## config.mk

```make
export PLATFORM = sky130hd
export DESIGN_NAME = spi_cmd_framer
export DESIGN_NICKNAME = d
export VERILOG_FILES = /design/src/rtl/spi_cmd_framer.sv
export SDC_FILE = /design/constraint.sdc
export NUM_CORES = 1
export LEC_CHECK = 0
export CAP_MARGIN = 5
export CORE_ASPECT_RATIO = 0.75
export CORE_UTILIZATION = 45
export DETAILED_ROUTE_END_ITERATION = 7
export PLACE_DENSITY = 0.67
export SLEW_MARGIN = 5
export SYNTH_ARGS = -nofsm -noshare
export SYNTH_HDL_FRONTEND = slang
export SYNTH_SLANG_ARGS = --single-unit
```

## constraint.sdc

```tcl
create_clock -name clk -period 2.4 [get_ports clk]
set_clock_uncertainty 0.2 [all_clocks]
set_input_delay 0.6 -clock clk [delete_from_list [all_inputs] [get_ports clk]]
set_output_delay 0.6 -clock clk [all_outputs]
set_load 0.005 [all_outputs]
```

## src/rtl/spi_cmd_framer.sv

```systemverilog
// SPI (mode 0, MSB first) command framer: 4-byte opcode/arg_hi/arg_lo/checksum frames drive wave_sel, div_out, amp_out.
// Latency: outputs and *_upd change SYNC_STAGES+2 clk after cs rises at the pin; no backpressure, frames are applied as they complete.
module spi_cmd_framer #(
  parameter int          SYNC_STAGES    = 2,
  parameter int          TIMEOUT_CYCLES = 120000,
  parameter logic [15:0] DIV_RESET      = 16'd1,
  parameter logic [9:0]  AMP_RESET      = 10'h3FF
) (
  input  logic        clk,
  input  logic        rst,
  input  logic        spi_clk,
  input  logic        mosi,
  input  logic        cs,
  output logic [3:0]  wave_sel,
  output logic [15:0] div_out,
  output logic [9:0]  amp_out,
  output logic        wave_upd,
  output logic        div_upd,
  output logic        amp_upd,
  output logic [2:0]  err_flags
);

  localparam int TW = $clog2(TIMEOUT_CYCLES + 1);
  localparam int FW = $clog2(SYNC_STAGES + 1);

  typedef enum logic [1:0] {
    WAIT_IDLE = 2'd0,
    IDLE      = 2'd1,
    RX        = 2'd2,
    CHECK     = 2'd3
  } state_t;

  state_t state_q, state_d;

  logic [SYNC_STAGES-1:0] sclk_sync, mosi_sync, cs_sync;
  logic                   sclk_prev, cs_prev;
  logic [FW-1:0]          fill_cnt;
  logic                   filled;

  logic [31:0]   shreg;
  logic [5:0]    bit_cnt;
  logic          ovr;
  logic [TW-1:0] to_cnt;

  logic sclk_s, mosi_s, cs_s;
  logic sclk_rise, cs_rise, cs_fall;
  logic start, shift_en, ovr_en, timeout, check;

  logic [7:0]  opcode;
  logic [15:0] arg;
  logic        len_ok, csum_ok;

  assign sclk_s    = sclk_sync[SYNC_STAGES-1];
  assign mosi_s    = mosi_sync[SYNC_STAGES-1];
  assign cs_s      = cs_sync[SYNC_STAGES-1];
  assign sclk_rise = sclk_s & ~sclk_prev;
  assign cs_rise   = cs_s & ~cs_prev;
  assign cs_fall   = ~cs_s & cs_prev;

  // The chain resets to "cs idle"; it only reflects the pin once refilled.
  assign filled = (fill_cnt == FW'(SYNC_STAGES));

  always_ff @(posedge clk) begin
    if (!rst) begin
      sclk_sync <= '0;
      mosi_sync <= '0;
      cs_sync   <= '1;
      sclk_prev <= 1'b0;
      cs_prev   <= 1'b1;
      fill_cnt  <= '0;
    end else begin
      sclk_sync <= {sclk_sync[SYNC_STAGES-2:0], spi_clk};
      mosi_sync <= {mosi_sync[SYNC_STAGES-2:0], mosi};
      cs_sync   <= {cs_sync[SYNC_STAGES-2:0], cs};
      sclk_prev <= sclk_s;
      cs_prev   <= cs_s;
      if (!filled) fill_cnt <= fill_cnt + FW'(1);
    end
  end

  always_ff @(posedge clk) begin
    if (!rst) state_q <= WAIT_IDLE;
    else      state_q <= state_d;
  end

  always_comb begin
    state_d  = state_q;
    start    = 1'b0;
    shift_en = 1'b0;
    ovr_en   = 1'b0;
    timeout  = 1'b0;
    check    = 1'b0;
    case (state_q)
      WAIT_IDLE: begin
        if (filled && cs_s) state_d = IDLE;
      end
      IDLE: begin
        if (cs_fall) begin
          start   = 1'b1;
          state_d = RX;
        end
      end
      RX: begin
        // cs release wins over a coincident spi_clk edge
        if (cs_rise) begin
          state_d = CHECK;
        end else if (to_cnt == TW'(TIMEOUT_CYCLES - 1)) begin
          timeout = 1'b1;
          state_d = WAIT_IDLE;
        end else if (sclk_rise && !cs_s) begin
          if (bit_cnt == 6'd32) ovr_en   = 1'b1;
          else                  shift_en = 1'b1;
        end
      end
      CHECK: begin
        check   = 1'b1;
        state_d = IDLE;
      end
      default: state_d = WAIT_IDLE;
    endcase
  end

  assign opcode  = shreg[31:24];
  assign arg     = shreg[23:8];
  assign len_ok  = (bit_cnt == 6'd32) && !ovr;
  assign csum_ok = (shreg[7:0] == (shreg[31:24] ^ shreg[23:16] ^ shreg[15:8]));

  always_ff @(posedge clk) begin
    if (!rst) begin
      shreg   <= '0;
      bit_cnt <= '0;
      ovr     <= 1'b0;
      to_cnt  <= '0;
    end else begin
      if (start) begin
        shreg   <= '0;
        bit_cnt <= '0;
        ovr     <= 1'b0;
        to_cnt  <= '0;
      end else if (state_q == RX) begin
        to_cnt <= to_cnt + TW'(1);
      end
      if (shift_en) begin
        shreg   <= {shreg[30:0], mosi_s};
        bit_cnt <= bit_cnt + 6'd1;
      end
      if (ovr_en) ovr <= 1'b1;
    end
  end

  always_ff @(posedge clk) begin
    if (!rst) begin
      wave_sel  <= 4'd0;
      div_out   <= DIV_RESET;
      amp_out   <= AMP_RESET;
      wave_upd  <= 1'b0;
      div_upd   <= 1'b0;
      amp_upd   <= 1'b0;
      err_flags <= 3'b000;
    end else begin
      wave_upd <= 1'b0;
      div_upd  <= 1'b0;
      amp_upd  <= 1'b0;
      if (timeout) err_flags[0] <= 1'b1;
      if (check) begin
        if (!len_ok) begin
          err_flags[0] <= 1'b1;
        end else if (!csum_ok) begin
          err_flags[1] <= 1'b1;
        end else begin
          case (opcode)
            8'h01: begin
              wave_sel  <= arg[3:0];
              wave_upd  <= 1'b1;
              err_flags <= 3'b000;
            end
            8'h02: begin
              // a divider of 0 would stall var_clk; clamp to 1
              div_out   <= (arg == 16'd0) ? 16'd1 : arg;
              div_upd   <= 1'b1;
              err_flags <= 3'b000;
            end
            8'h03: begin
              amp_out   <= arg[9:0];
              amp_upd   <= 1'b1;
              err_flags <= 3'b000;
            end
            default: err_flags[2] <= 1'b1;
          endcase
        end
      end
    end
  end

endmodule
```

==> flow_metrics.py <==
metrics = {
    "clocking": {
        "cts-hold-fix-buffers": 0,
        "cts_tree": "done",
        "numCtsBuffers": 9,
        "clkSlewWorstSetupHoldPaths_ns": 0.07,
        "htree_levels": 3,
        "cts_num_sinks": 104,
        "insertion_delay_ns": 0.35,
        "cts_buffer_depth": 2,
        "cts_root_buffer": "clkbuf_16",
    },
    "die": {
        "initial_utilization_pct": 46.18,
        "rows": 32,
        "die_width_um": 120.4,
        "die_h_um": 90.82,
        "core_sq_um": 10250,
        "die_area_sq_um": 10940,
        "ios": 41,
    },
    "drt": {
        "num_vias": 4068,
        "drc": 0,
        "via_per_inst": 5.527,
        "wl_um": 11300,
        "ant_nets": 0,
        "drt_first_pass_iters": 5,
        "initialDrtViolationCount": 418,
        "wl_per_cell_um": 15.35,
    },
    "timing": {
        "final-setup-viol-count": 0,
        "slew_viol_final": 0,
        "timing.final.crit_share_pct": 97.40,
        "hold_viol": 0,
        "tightest_slew_ns": 0.4252,
        "slew_headroom_pct": 71.39,
        "period_minus_slack_ns": 2.338,
        "fin_ws_ns": 0.06238,
        "clock.fmax_mhz": 427.8,
        "rsz0062_at_grt": "yes",
    },
    "global_routing": {
        "antenna_found_initial": 0,
        "grtUsageTotal_pct": 21.65,
        "grt_pass1_vias": 3754,
        "grt_pass1_wl_um": 18840,
        "grt_max_degree": 61,
        "gr-total-overflow": 0,
    },
    "cells_and_area": {
        "nNetsFinal": 609,
        "syn2layout_area_growth_pct": 24.19,
        "layout_common_cells": "99 x dfxtp_1, 59 x nand2_1, 51 x a21oi_1, 48 x nand3_1, 40 x clkdlybuf4s50_1",
        "diodes": 0,
        "final_common_cell": "dfxtp_1",
        "num-fill-cells": 946,
        "drive_gt1_share_pct": 15.67,
        "final_util_pct": 57.35,
    },
    "yosys": {
        "synth_top_area_share_pct": 43.99,
        "synth_compound_area_share_pct": 14.41,
        "synth_top_family_by_area": "simple AND/OR/NAND/NOR gates",
        "synth-edff-count": 0,
        "ys_ff_latch": 104,
        "synth_area_sq_um": 4733,
        "synthCells": 547,
        "yosysWarnings": 0,
        "ys.flop_type": "dfxtp_1",
        "synth_xor_area_share_pct": 7.216,
        "synth-simple-area-share_pct": 24.72,
        "yosys-mux-area-fraction_pct": 1.295,
        "synthArstFlopShare_pct": 0,
        "synth_nets": 560,
        "synth_top_area_cell": "dfxtp_1",
        "synth_cell_type_count": 53,
        "synth.area.top_cells": "dfxtp_1 44%, a21oi_1 5.7%, nand3_1 5.1%",
        "syn_avg_cell_area_sq_um": 8.653,
        "ys_seq_area_share_pct": 43.99,
        "synthAdderAreaFrac_pct": 2.115,
    },
    "critical_path": {
        "slowest_delay_ns": 0.61,
        "crit_buf_inv": 2,
        "critPathRequiredTime_ns": 2.49,
        "path_max_fanout": 9,
        "end_kind": "flip-flop",
        "cp_slowest_cell": "or4b_2",
        "crit_family": "simple AND/OR/NAND/NOR gates",
        "cp_cell_sequence": "inv_2 -> ha_2 -> nor2b_4 -> nand4b_1 -> nor4_2 -> buf_4 -> or4b_2 -> a21oi_2",
        "startpoint_type": "flip-flop",
        "path_class": "flip-flop to flip-flop",
        "arrival_ns": 2.42,
    },
    "min_path": {
        "hold_class": "flip-flop to flip-flop",
    },
    "power": {
        "power.leakage_nw": 1.982,
        "ir_drop_v": 0.0003687,
        "pwr_density_cell_nw_per_um2": 603.2,
    },
    "place": {
        "dpl_worst_slack_ns": -0.03288,
        "dp_hpwl_um": 7606,
        "io_buffers": 40,
        "place_congestion": 0.7857,
    },
    "job": {
        "drv_cap": 0,
    },
    "status": {
        "outcome": "finished clean",
    },
}
## worst reg2reg max path, delay by kind of cell, from the launching register on
kind | cells | cell delay [ns]
DFF | 1 | 0.33
buffers and inverters | 2 | 0.27
AOI/OAI and AO/OA | 1 | 0.15
and+or+nand+nor | 4 | 1.15
adders and majority gates | 1 | 0.18
## per-layer routing
layer | track usage (%) | vias up | wire, um
li1 | - | 2037 | -
met1 | 32.01 | 1933 | 5866
met2 | 30.89 | 86 | 4840
met3 | 4.482 | 12 | 457
met4 | 7.305 | 0 | 136
met5 | 0 | - | 0
## what timing repair did
action | 4_1_cts | 5_1_grt
endpoints found under the hold margin | 0 | 0
pin swaps | 0 | 5
setup endpoints to repair | 18 | 32
resized for setup | 4 | 21
buffers inserted | 1 | 1
## path summary, 6_finish.rpt
check | to | startpoint | slack [ns] | depth (start not counted)
min | cs_sync[1]$_SDFF_PN1_ | cs_sync[0]$_SDFF_PN1_ | 0.21 | 1
max | div_out[5]$_SDFFE_PN0P_ | bit_cnt[0]$_SDFFE_PN0P_ | 0.06 | 8
min reg2reg | cs_sync[1]$_SDFF_PN1_ | cs_sync[0]$_SDFF_PN1_ | 0.21 | 1
max reg2reg | div_out[5]$_SDFFE_PN0P_ | bit_cnt[0]$_SDFFE_PN0P_ | 0.06 | 8
## power by group
group / switching, mW / internal (mW) / total (mW)
Sequential: 0.0208 / 1.76 / 1.78
Clock: 0.641 / 0.904 / 1.55
Combinational: 0.135 / 0.0859 / 0.221
## stage by stage
stage	area [sq um]	instances	setup TNS, ns	power (mW)	hold WS [ns]
2_1_floorplan	4748	547	0	1.985	0.1863
3_3_place_gp	5466	719	0	2.024	0.1926
3_5_place_dp	5466	719	-0.06934	2.041	0.1969
4_1_cts	5803	735	0	3.583	0.2146
5_1_grt	5878	736	-0.1581	3.689	0.2240
6_report	5878	736	0	3.546	0.2106
## Yosys cell counts, types with 2 or more instances
| library cell | count |
|---|---|
| or4b_1 | 10 |
| dfxtp_1 | 104 |
| ha_1 | 8 |
| o21ai_0 | 5 |
| or2_2 | 2 |
| clkbuf_1 | 31 |
| buf_1 | 2 |
| or4_1 | 3 |
| and3_1 | 2 |
| buf_2 | 6 |
| o41ai_1 | 10 |
| a21oi_1 | 54 |
| nand2_1 | 59 |
| nor4_1 | 9 |
| or4b_2 | 5 |
| nand3_1 | 48 |
| inv_1 | 27 |
| xor2_1 | 12 |
| nand2b_1 | 5 |
| nor3_1 | 8 |
| a31oi_1 | 4 |
| buf_4 | 3 |
| nand4b_1 | 4 |
| and2_1 | 6 |
| xnor2_1 | 27 |
| nand3b_1 | 4 |
| o311ai_0 | 9 |
| nand4_1 | 7 |
| nor2_1 | 26 |
| o31ai_1 | 16 |
| or3_1 | 5 |
| mux2i_1 | 5 |
## flip-flops by register name, summed over array words and instances, names as in the netlist, 2 cells and up
| register | cells |
|---|---|
| to_cnt | 17 |
| shreg | 32 |
| div_out | 16 |
| sclk_sync | 2 |
| err_flags | 3 |
| wave_sel | 4 |
| state_q | 2 |
| bit_cnt | 6 |
| amp_out | 10 |
| cs_sync | 2 |
| mosi_sync | 2 |
| fill_cnt | 2 |
## cells by family (layout without fill, tap and decap cells)
group / Yosys count / in the layout
buffers and inverters: 72 / 125
XOR/XNOR: 39 / 39
AO/OA/AOI/OAI: 106 / 106
adder cells (fa/ha/maj): 8 / 8
flip-flops: 104 / 104
multiplexers: 6 / 6
AND/OR/NAND/NOR: 212 / 212
## layout make-up
type	instances	area (sq um)	area share [%]
Inverter	29	108.9	1.852
Multi-Input combinational cell	371	2447	41.63
Sequential cell	104	2088	35.53
Tap cell	136	170.2	2.895
Clock buffer	9	225.2	3.831
Timing Repair Buffer	81	753.2	12.81
Clock inverter	6	85.08	1.447
No activity file was read; power rests on OpenSTA's default activity.
